==> src/rtl/uart_pkg.sv <==
// uart_pkg: shared types and constants for the UART receive path.
package uart_pkg;

    typedef enum logic [2:0] {IDLE, START, DATA, PARITY, STOP} rx_state_t;

    localparam int UART_DATA_W = 8;
    localparam int UART_CLKS_PER_BIT = 434;

endpackage

==> src/rtl/uart_rx_fifo.sv <==
// uart_rx_fifo: first-word fall-through circular FIFO; pointers carry one extra
// wrap bit so full and empty are told apart by the MSB.
module uart_rx_fifo #(
    parameter int DEPTH = 4,
    parameter int WIDTH = 8
) (
    input  logic             clk,
    input  logic             reset,
    input  logic             push,
    input  logic [WIDTH-1:0] din,
    input  logic             pop,
    output logic             full,
    output logic             empty,
    output logic [WIDTH-1:0] head
);

    localparam int AW = $clog2(DEPTH);

    logic [AW:0]      wr_ptr_q, wr_ptr_d, rd_ptr_q, rd_ptr_d;
    logic [WIDTH-1:0] mem_q [DEPTH];
    logic [WIDTH-1:0] mem_d [DEPTH];
    logic             do_push, do_pop;

    always_comb begin
        empty = wr_ptr_q == rd_ptr_q;
        full = (wr_ptr_q[AW] != rd_ptr_q[AW]) && (wr_ptr_q[AW-1:0] == rd_ptr_q[AW-1:0]);
        do_pop = pop && !empty;
        // a pop in the same cycle frees the slot, so a full FIFO still accepts
        do_push = push && (!full || do_pop);
        mem_d = mem_q;
        if (do_push) mem_d[wr_ptr_q[AW-1:0]] = din;
        wr_ptr_d = do_push ? wr_ptr_q + (AW+1)'(1) : wr_ptr_q;
        rd_ptr_d = do_pop ? rd_ptr_q + (AW+1)'(1) : rd_ptr_q;
        head = empty ? '0 : mem_q[rd_ptr_q[AW-1:0]];
    end

    always_ff @(posedge clk) begin
        if (reset) begin
            wr_ptr_q <= '0;
            rd_ptr_q <= '0;
        end else begin
            wr_ptr_q <= wr_ptr_d;
            rd_ptr_q <= rd_ptr_d;
        end
    end

    always_ff @(posedge clk) mem_q <= mem_d;

endmodule

==> src/rtl/uart_rx_intrpt.sv <==
// uart_rx_intrpt: 8N1 UART receiver with byte FIFO, level interrupt and sticky errors.
// Define UART_RX_PARITY_EN to add a parity bit (PARITY_ODD selects odd parity).
module uart_rx_intrpt
    import uart_pkg::*;
#(
    parameter int CLKS_PER_BIT = UART_CLKS_PER_BIT,
    parameter int FIFO_DEPTH = 4
`ifdef UART_RX_PARITY_EN
    ,
    parameter bit PARITY_ODD = 1'b0
`endif
) (
    input  logic                   clk,
    input  logic                   reset,
    input  logic                   rx_serial,
    input  logic                   rd_en,
    input  logic                   clr_err,
    input  logic                   ack_intrpt,
    output logic [UART_DATA_W-1:0] rx_data,
    output logic                   rx_valid,
    output logic                   intrpt,
    output logic                   frame_err,
    output logic                   overrun,
    output logic                   parity_err
);

    localparam int CW = $clog2(CLKS_PER_BIT);
    localparam logic [CW-1:0] CNT_HALF = CW'(CLKS_PER_BIT / 2 - 1);
    localparam logic [CW-1:0] CNT_LAST = CW'(CLKS_PER_BIT - 1);

    rx_state_t              state_q, state_d;
    logic [1:0]             sync_q, sync_d;
    logic [CW-1:0]          cnt_q, cnt_d;
    logic [2:0]             bit_q, bit_d;
    logic [UART_DATA_W-1:0] shreg_q, shreg_d;
    logic                   perr_q, perr_d;
    logic                   push_q, push_d;
    logic                   intrpt_q, intrpt_d;
    logic                   frame_err_q, frame_err_d;
    logic                   overrun_q, overrun_d;
    logic                   rx_s, stop_hit, fifo_full, fifo_empty, push_ok;

    assign rx_s = sync_q[1];
    assign stop_hit = (state_q == STOP) && (cnt_q == CNT_LAST);

    always_comb begin
        sync_d = {sync_q[0], rx_serial};
        state_d = state_q;
        cnt_d = cnt_q + CW'(1);
        bit_d = bit_q;
        shreg_d = shreg_q;
        perr_d = perr_q;
        push_d = stop_hit && rx_s && !perr_q;
        case (state_q)
            IDLE: begin
                cnt_d = '0;
                perr_d = 1'b0;
                state_d = rx_s ? IDLE : START;
            end
            // half a bit in: a high line here was a glitch, not a start bit
            START: if (cnt_q == CNT_HALF) begin
                cnt_d = '0;
                bit_d = '0;
                state_d = rx_s ? IDLE : DATA;
            end
            DATA: if (cnt_q == CNT_LAST) begin
                cnt_d = '0;
                shreg_d = {rx_s, shreg_q[UART_DATA_W-1:1]};
                bit_d = bit_q + 3'd1;
`ifdef UART_RX_PARITY_EN
                if (bit_q == 3'd7) state_d = PARITY;
`else
                if (bit_q == 3'd7) state_d = STOP;
`endif
            end
`ifdef UART_RX_PARITY_EN
            PARITY: if (cnt_q == CNT_LAST) begin
                cnt_d = '0;
                perr_d = rx_s != (^shreg_q ^ PARITY_ODD);
                state_d = STOP;
            end
`endif
            STOP: if (cnt_q == CNT_LAST) begin
                cnt_d = '0;
                state_d = IDLE;
            end
            default: state_d = IDLE;
        endcase
    end

    always_comb begin
        push_ok = push_q && (!fifo_full || rd_en);
        intrpt_d = push_ok || (intrpt_q && !ack_intrpt);
        frame_err_d = (stop_hit && !rx_s) || (frame_err_q && !clr_err);
        overrun_d = (push_q && fifo_full && !rd_en) || (overrun_q && !clr_err);
    end

    always_ff @(posedge clk) begin
        if (reset) begin
            sync_q <= 2'b11;
            state_q <= IDLE;
            cnt_q <= '0;
            bit_q <= '0;
            shreg_q <= '0;
            perr_q <= 1'b0;
            push_q <= 1'b0;
            intrpt_q <= 1'b0;
            frame_err_q <= 1'b0;
            overrun_q <= 1'b0;
        end else begin
            sync_q <= sync_d;
            state_q <= state_d;
            cnt_q <= cnt_d;
            bit_q <= bit_d;
            shreg_q <= shreg_d;
            perr_q <= perr_d;
            push_q <= push_d;
            intrpt_q <= intrpt_d;
            frame_err_q <= frame_err_d;
            overrun_q <= overrun_d;
        end
    end

`ifdef UART_RX_PARITY_EN
    logic parity_err_q, parity_err_d;

    always_comb parity_err_d = (stop_hit && rx_s && perr_q) || (parity_err_q && !clr_err);

    always_ff @(posedge clk) begin
        if (reset) parity_err_q <= 1'b0;
        else parity_err_q <= parity_err_d;
    end

    assign parity_err = parity_err_q;
`else
    assign parity_err = 1'b0;
`endif

    uart_rx_fifo #(
        .DEPTH(FIFO_DEPTH),
        .WIDTH(UART_DATA_W)
    ) u_fifo (
        .clk  (clk),
        .reset(reset),
        .push (push_q),
        .din  (shreg_q),
        .pop  (rd_en),
        .full (fifo_full),
        .empty(fifo_empty),
        .head (rx_data)
    );

    assign rx_valid = !fifo_empty;
    assign intrpt = intrpt_q;
    assign frame_err = frame_err_q;
    assign overrun = overrun_q;

endmodule
==> config.mk <==
export PLATFORM = sky130hd
export DESIGN_NAME = uart_rx_intrpt
export DESIGN_NICKNAME = d
export VERILOG_FILES = /design/src/rtl/uart_pkg.sv /design/src/rtl/uart_rx_fifo.sv /design/src/rtl/uart_rx_intrpt.sv
export SDC_FILE = /design/constraint.sdc
export NUM_CORES = 1
export LEC_CHECK = 0
export ABC_AREA = 1
export CELL_PAD_IN_SITES_DETAIL_PLACEMENT = 1
export CELL_PAD_IN_SITES_GLOBAL_PLACEMENT = 2
export CORE_MARGIN = 8
export CORE_UTILIZATION = 40
export DETAILED_ROUTE_END_ITERATION = 6
export PLACE_DENSITY = 0.8
export SLEW_MARGIN = 20
export SYNTH_ARGS = -nofsm -noshare
export SYNTH_HDL_FRONTEND = slang
export SYNTH_HIERARCHICAL = 1
export SYNTH_SLANG_ARGS = --single-unit
==> constraint.sdc <==
create_clock -name clk -period 3.2 [get_ports clk]
set_clock_uncertainty 0.05 [all_clocks]
set_input_delay 0.64 -clock clk [delete_from_list [all_inputs] [get_ports clk]]
set_output_delay 0.64 -clock clk [all_outputs]
set_load 0.01 [all_outputs]
* Word-level counts from Yosys, hierarchy flattened
Cells that the tools add are included.
** Word-level totals
- Input bits :: 6
- Bits in registers :: 67
- Output and inout bits :: 13
** Cells by class
- Bitwise operators :: 2
- Add/sub/neg operators :: 4
- Muxes and demuxes :: 20
- Equality and inequality tests :: 13
- Magnitude comparators :: 3
- Reduce and logical (&&, ||, !) cells :: 30
** Operator list (number)
- $bwmux W32 :: 1
- $mux W8 :: 4
- $pmux W9 S3 :: 1
- $mux W3 :: 6
- $mux W9 :: 2
- $bmux W8 S2 :: 1
- $demux W8 S2 :: 1
- $logic_and A1 B1 Y1 :: 13
- $pmux W3 S4 :: 1
- $add A3 B1 Y3 const B :: 3
- $add A9 B1 Y9 const B :: 1
- $eq A9 B8 Y1 const B :: 1
- $eq A9 B9 Y1 const B :: 1
- $eq A3 B3 Y1 const B :: 2
- $ge A3 B3 Y1 const B :: 2
- $logic_not A1 Y1 :: 6
- $ne A2 B2 Y1 const B :: 3
- $not A2 Y3 :: 2
- $pmux W3 S2 :: 1
- $logic_or A1 B1 Y1 :: 5
- $reduce_and A4 Y1 :: 1
- $eq A3 B1 Y1 const B :: 1
- $eq A3 B2 Y1 const B :: 1
- $eq A3 B3 Y1 :: 1
- 11 further kinds :: 11

* Longest topological paths before layout
- Depth after elaboration :: 6
- Gate-level depth with buffers :: 10
- Gate-level depth less buffers :: 10

* Hierarchy
The synthesis kept the hierarchy.
** By module, submodules not included
- uart_rx_fifo :: area an instance 1715.4 um^2, cells an instance 159, times used 1
- uart_rx_intrpt :: area an instance 1346.3 um^2, cells an instance 175, times used 1

* Worst setup path after synthesis
OpenSTA, ideal clock, no wires.
- Kind :: reg2out
- Start point :: reg u_fifo.rd_ptr_q[0]
- End point :: out rx_data[0]
- Stages on the path, launching flop included :: 8
- Arrival time :: 1.070 ns
- Data required time :: 2.510 ns
- Slack :: 1.440 ns
- Buffers on the path :: 2
- Path through :: dfxtp_1 -> buf_6 -> inv_1 -> buf_2 -> nor2_1 -> o22ai_1 -> nand2_1 -> inv_1
** Between the ends
- Longest elaborated chain between the ends :: 5
- Elaborated cells between the ends (all ways) :: 6
- Classes of those cells :: eq/ne: 1; mux: 4; bitwise: 1
** Ends and longest elaborated chain
- start: declaration :: line uart_rx_fifo.sv:19 : logic [AW:0] wr_ptr_q, wr_ptr_d, rd_ptr_q, rd_ptr_d;
- start signal: assignment :: line uart_rx_fifo.sv:43 : rd_ptr_q <= rd_ptr_d;
- $not A2 Y3 (implied by the code) :: line uart_rx_fifo.sv:34 : head = empty ? '0 : mem_q[rd_ptr_q[AW-1:0]];
- $bmux W8 S2 :: line uart_rx_fifo.sv:34
- $mux W8 (implied by the code) (2 in series) :: line uart_rx_fifo.sv:34
- $mux W8 * :: line uart_rx_fifo.sv:34
- end: declaration :: line uart_rx_intrpt.sv:19 : output logic [UART_DATA_W-1:0] rx_data,
Every way passes the cells marked *; elsewhere a longest branch is shown, timed or not. The select of a mux whose other input is x is not followed.

* Worst setup path after layout
- Start point :: reg u_fifo.rd_ptr_q[1]
- End point :: out rx_data[1]
Same word-level chain as after synthesis.

==> flow_summary.json <==
{
  "fp-row-count": 32,
  "grt_pass1_wl_um": 10720,
  "diodes": 0,
  "hold_violations": 0,
  "ys_seq_elements": 67,
  "drtIter0Drc": 67,
  "ys_types": 38,
  "grt_overflow": 0,
  "synth-simple-area-share_pct": 20.60,
  "clk_latency_ps": 340,
  "synth_fa_ha_area_share_pct": 4.087,
  "pre_cts_ws_ps": 519.5,
  "cellLeakagePower_nw": 1.591,
  "fp.dieArea_sq_um": 10710,
  "reg2reg_from": "u_fifo/rd_ptr_q[1]",
  "coreArea_sq_um": 7567,
  "cts_max_path_buffers": 2,
  "path_class": "reg2out",
  "synthToLayoutAreaGrowth_pct": 14.71,
  "cts.htree.levels": 3,
  "die_w_um": 103.5,
  "muxShareOfSynthArea_pct": 0,
  "die_h_um": 103.5,
  "peakVddDrop_uv": 218.3,
  "grt_usage_pct": 13.27,
  "setup_ws_ps": 192.5,
  "critPathLaunchType": "flop",
  "ant_nets": 0,
  "crit_required_ps": 2510,
  "status": "finished clean",
  "synth_nets": 350,
  "nFillCells": 890,
  "multi_input_area_sq_um": 1125,
  "hold_class": "reg2reg",
  "p_per_area_nw_per_um2": 487.3,
  "ios": 19,
  "register_area_sq_um": 1662,
  "hold_buffers": 0,
  "vias_per_cell": 4.736,
  "vias": 2207,
  "fmax_mhz": 332.5,
  "synth-compound-area-share_pct": 9.399,
  "ff2ff_path_depth": 7,
  "tns_ps": 0,
  "cts_resized": 0,
  "cts_buffers": 9,
  "ys_async_sr_fraction_pct": 0,
  "drc": 0,
  "yosys_warnings": 6,
  "drive_gt1_share_pct": 13.46,
  "cp_max_fo": 12,
  "cts_setup_buffers": 0,
  "grt_max_degree": 19,
  "routedWlPerCell_um": 13.65,
  "finalCriticalPeriod_ps": 3008,
  "antenna_found_initial": 0,
  "finalCritPeriodShare_pct": 93.98,
  "firstDrtPassIters": 3,
  "slew_viol_final": 0,
  "crit_arrival_ps": 2320,
  "initial_core_util_pct": 40.46,
  "finalPower_mw": 1.711,
  "syn_area_sq_um": 3062,
  "dpl.hpwl_um": 4614,
  "root_buffer": "clkbuf_8",
  "yosysSeqAreaShare_pct": 54.27,
  "cp-end-kind": "output pin",
  "clk_transition_reported_paths_ps": 70,
  "place_congestion": 0.7593,
  "worstSetupStartpoint": "u_fifo/rd_ptr_q[1]",
  "cts_sinks": 67,
  "synth_edf_count": 32,
  "synth_cells": 334,
  "grt_pass1_vias": 2250,
  "postSynthAreaPerCell_sq_um": 9.167,
  "dp.cells": 450,
  "drv_cap": 0,
  "synth_top_family_by_area": "simple AND/OR/NAND/NOR gates",
  "endpoint": "rx_data[1]",
  "holdWs_ps": 365.1,
  "drt_wl_total_um": 6359,
  "rrSetupSlack_ps": 1260,
  "port_buffers": 17,
  "rsz0062_at_grt": "false",
  "setup_viol": 0,
  "cts_tree": "done",
  "final_cells": 466,
  "yosys_most_used_dff": "dfxtp_1",
  "r2r_end": "u_fifo/mem_q[0]",
  "synth-xor-area-share_pct": 2.534,
  "fin_nets": 375
}
## layout make-up
| type | instances | area share (%) |
|---|---|---|
| clock inverters | 7 | 1.710 |
| inverters | 53 | 5.664 |
| clock buffers | 9 | 3.527 |
| multi-input cells | 205 | 32.03 |
| well taps | 102 | 3.634 |
| repair buffers | 23 | 6.128 |
| flip-flops and latches | 67 | 47.31 |
## flip-flops by register name, summed over array words and instances (netlist names)
register,cells
frame_err,1
state_q,3
u_fifo/mem_q,32
push_q,1
overrun,1
cnt_q,9
sync_q,2
intrpt,1
bit_q,3
u_fifo/wr_ptr_q,3
u_fifo/rd_ptr_q,3
shreg_q,8
## metal layers
layer	wire length (um)	global-route usage, %	share of wire [%]
met4	133	7.675	2.1
met5	0	0	0
met1	2928	15.17	46
met2	3141	22.88	49
met3	156	2.209	2.5
## power by group
group	total (mW)	switching, mW	internal (mW)
Sequential	0.901	0.00740	0.894
Combinational	0.168	0.0948	0.0730
Clock	0.643	0.351	0.291
## cells by family (layout without fill, tap and decap cells)
| group | count (synthesis) | after routing |
|---|---|---|
| compound gates | 51 | 51 |
| flops | 67 | 67 |
| xor+xnor | 8 | 8 |
| fa+ha+maj | 10 | 10 |
| buf+inv | 62 | 92 |
| other cells | 1 | 1 |
| simple gates | 135 | 135 |
## synth_stat cells (3+ instances only)
library cell / instances / share of area [%]
ha_1: 10 / 4.1
nand2_2: 6 / 1.2
edfxtp_1: 32 / 31
dfxtp_1: 35 / 23
a21oi_1: 8 / 1.3
inv_1: 48 / 5.9
o21ai_1: 8 / 1.3
xor2_1: 6 / 1.7
o21ai_0: 21 / 3.4
inv_2: 5 / 0.61
o22ai_1: 8 / 1.6
nor2_1: 58 / 7.1
nand3_1: 13 / 2.1
buf_2: 3 / 0.49
a21oi_2: 3 / 0.86
nand2_1: 43 / 5.3
## cells in the final DEF (no fill, tap or decap), drive strengths merged, types with 4 or more instances in the layout
master and instances:
a21oi 11, buf 6, clkbuf 9, clkdlybuf4s50 17
clkinv 4, dfxtp 35, edfxtp 32, ha 10
inv 55, nand2 51, nand3 15, nor2 61
o21ai 29, o22ai 8, xor2 6
## stage by stage
step	utilization [%]	instance area, sq um
3_3_place_gp	43.98	3328
6_report	46.41	3512
5_1_grt	46.41	3512
3_5_place_dp	43.98	3328
2_1_floorplan	-	3062
4_1_cts	46.41	3512
## critical path, cell delays in order (launching register included)
cell and delay [ps]:
dfxtp_1 560, inv_1 240, nand2_1 110, nand2_1 130, nand3_2 250, nand2_1 90
inv_1 70, clkdlybuf4s50_1 530
## how the worst min path moves through the flow
stage,from,end,slack (ps),depth (start not counted)
final,sync_q[0],sync_q[1],370,1
after global routing,sync_q[0],sync_q[1],380,1
after CTS,sync_q[0],sync_q[1],370,1
after detailed placement,sync_q[0],sync_q[1],350,1
after global placement,sync_q[0],sync_q[1],350,1
after floorplan,sync_q[0],sync_q[1],340,1
Power figures use the tool's default switching activity.
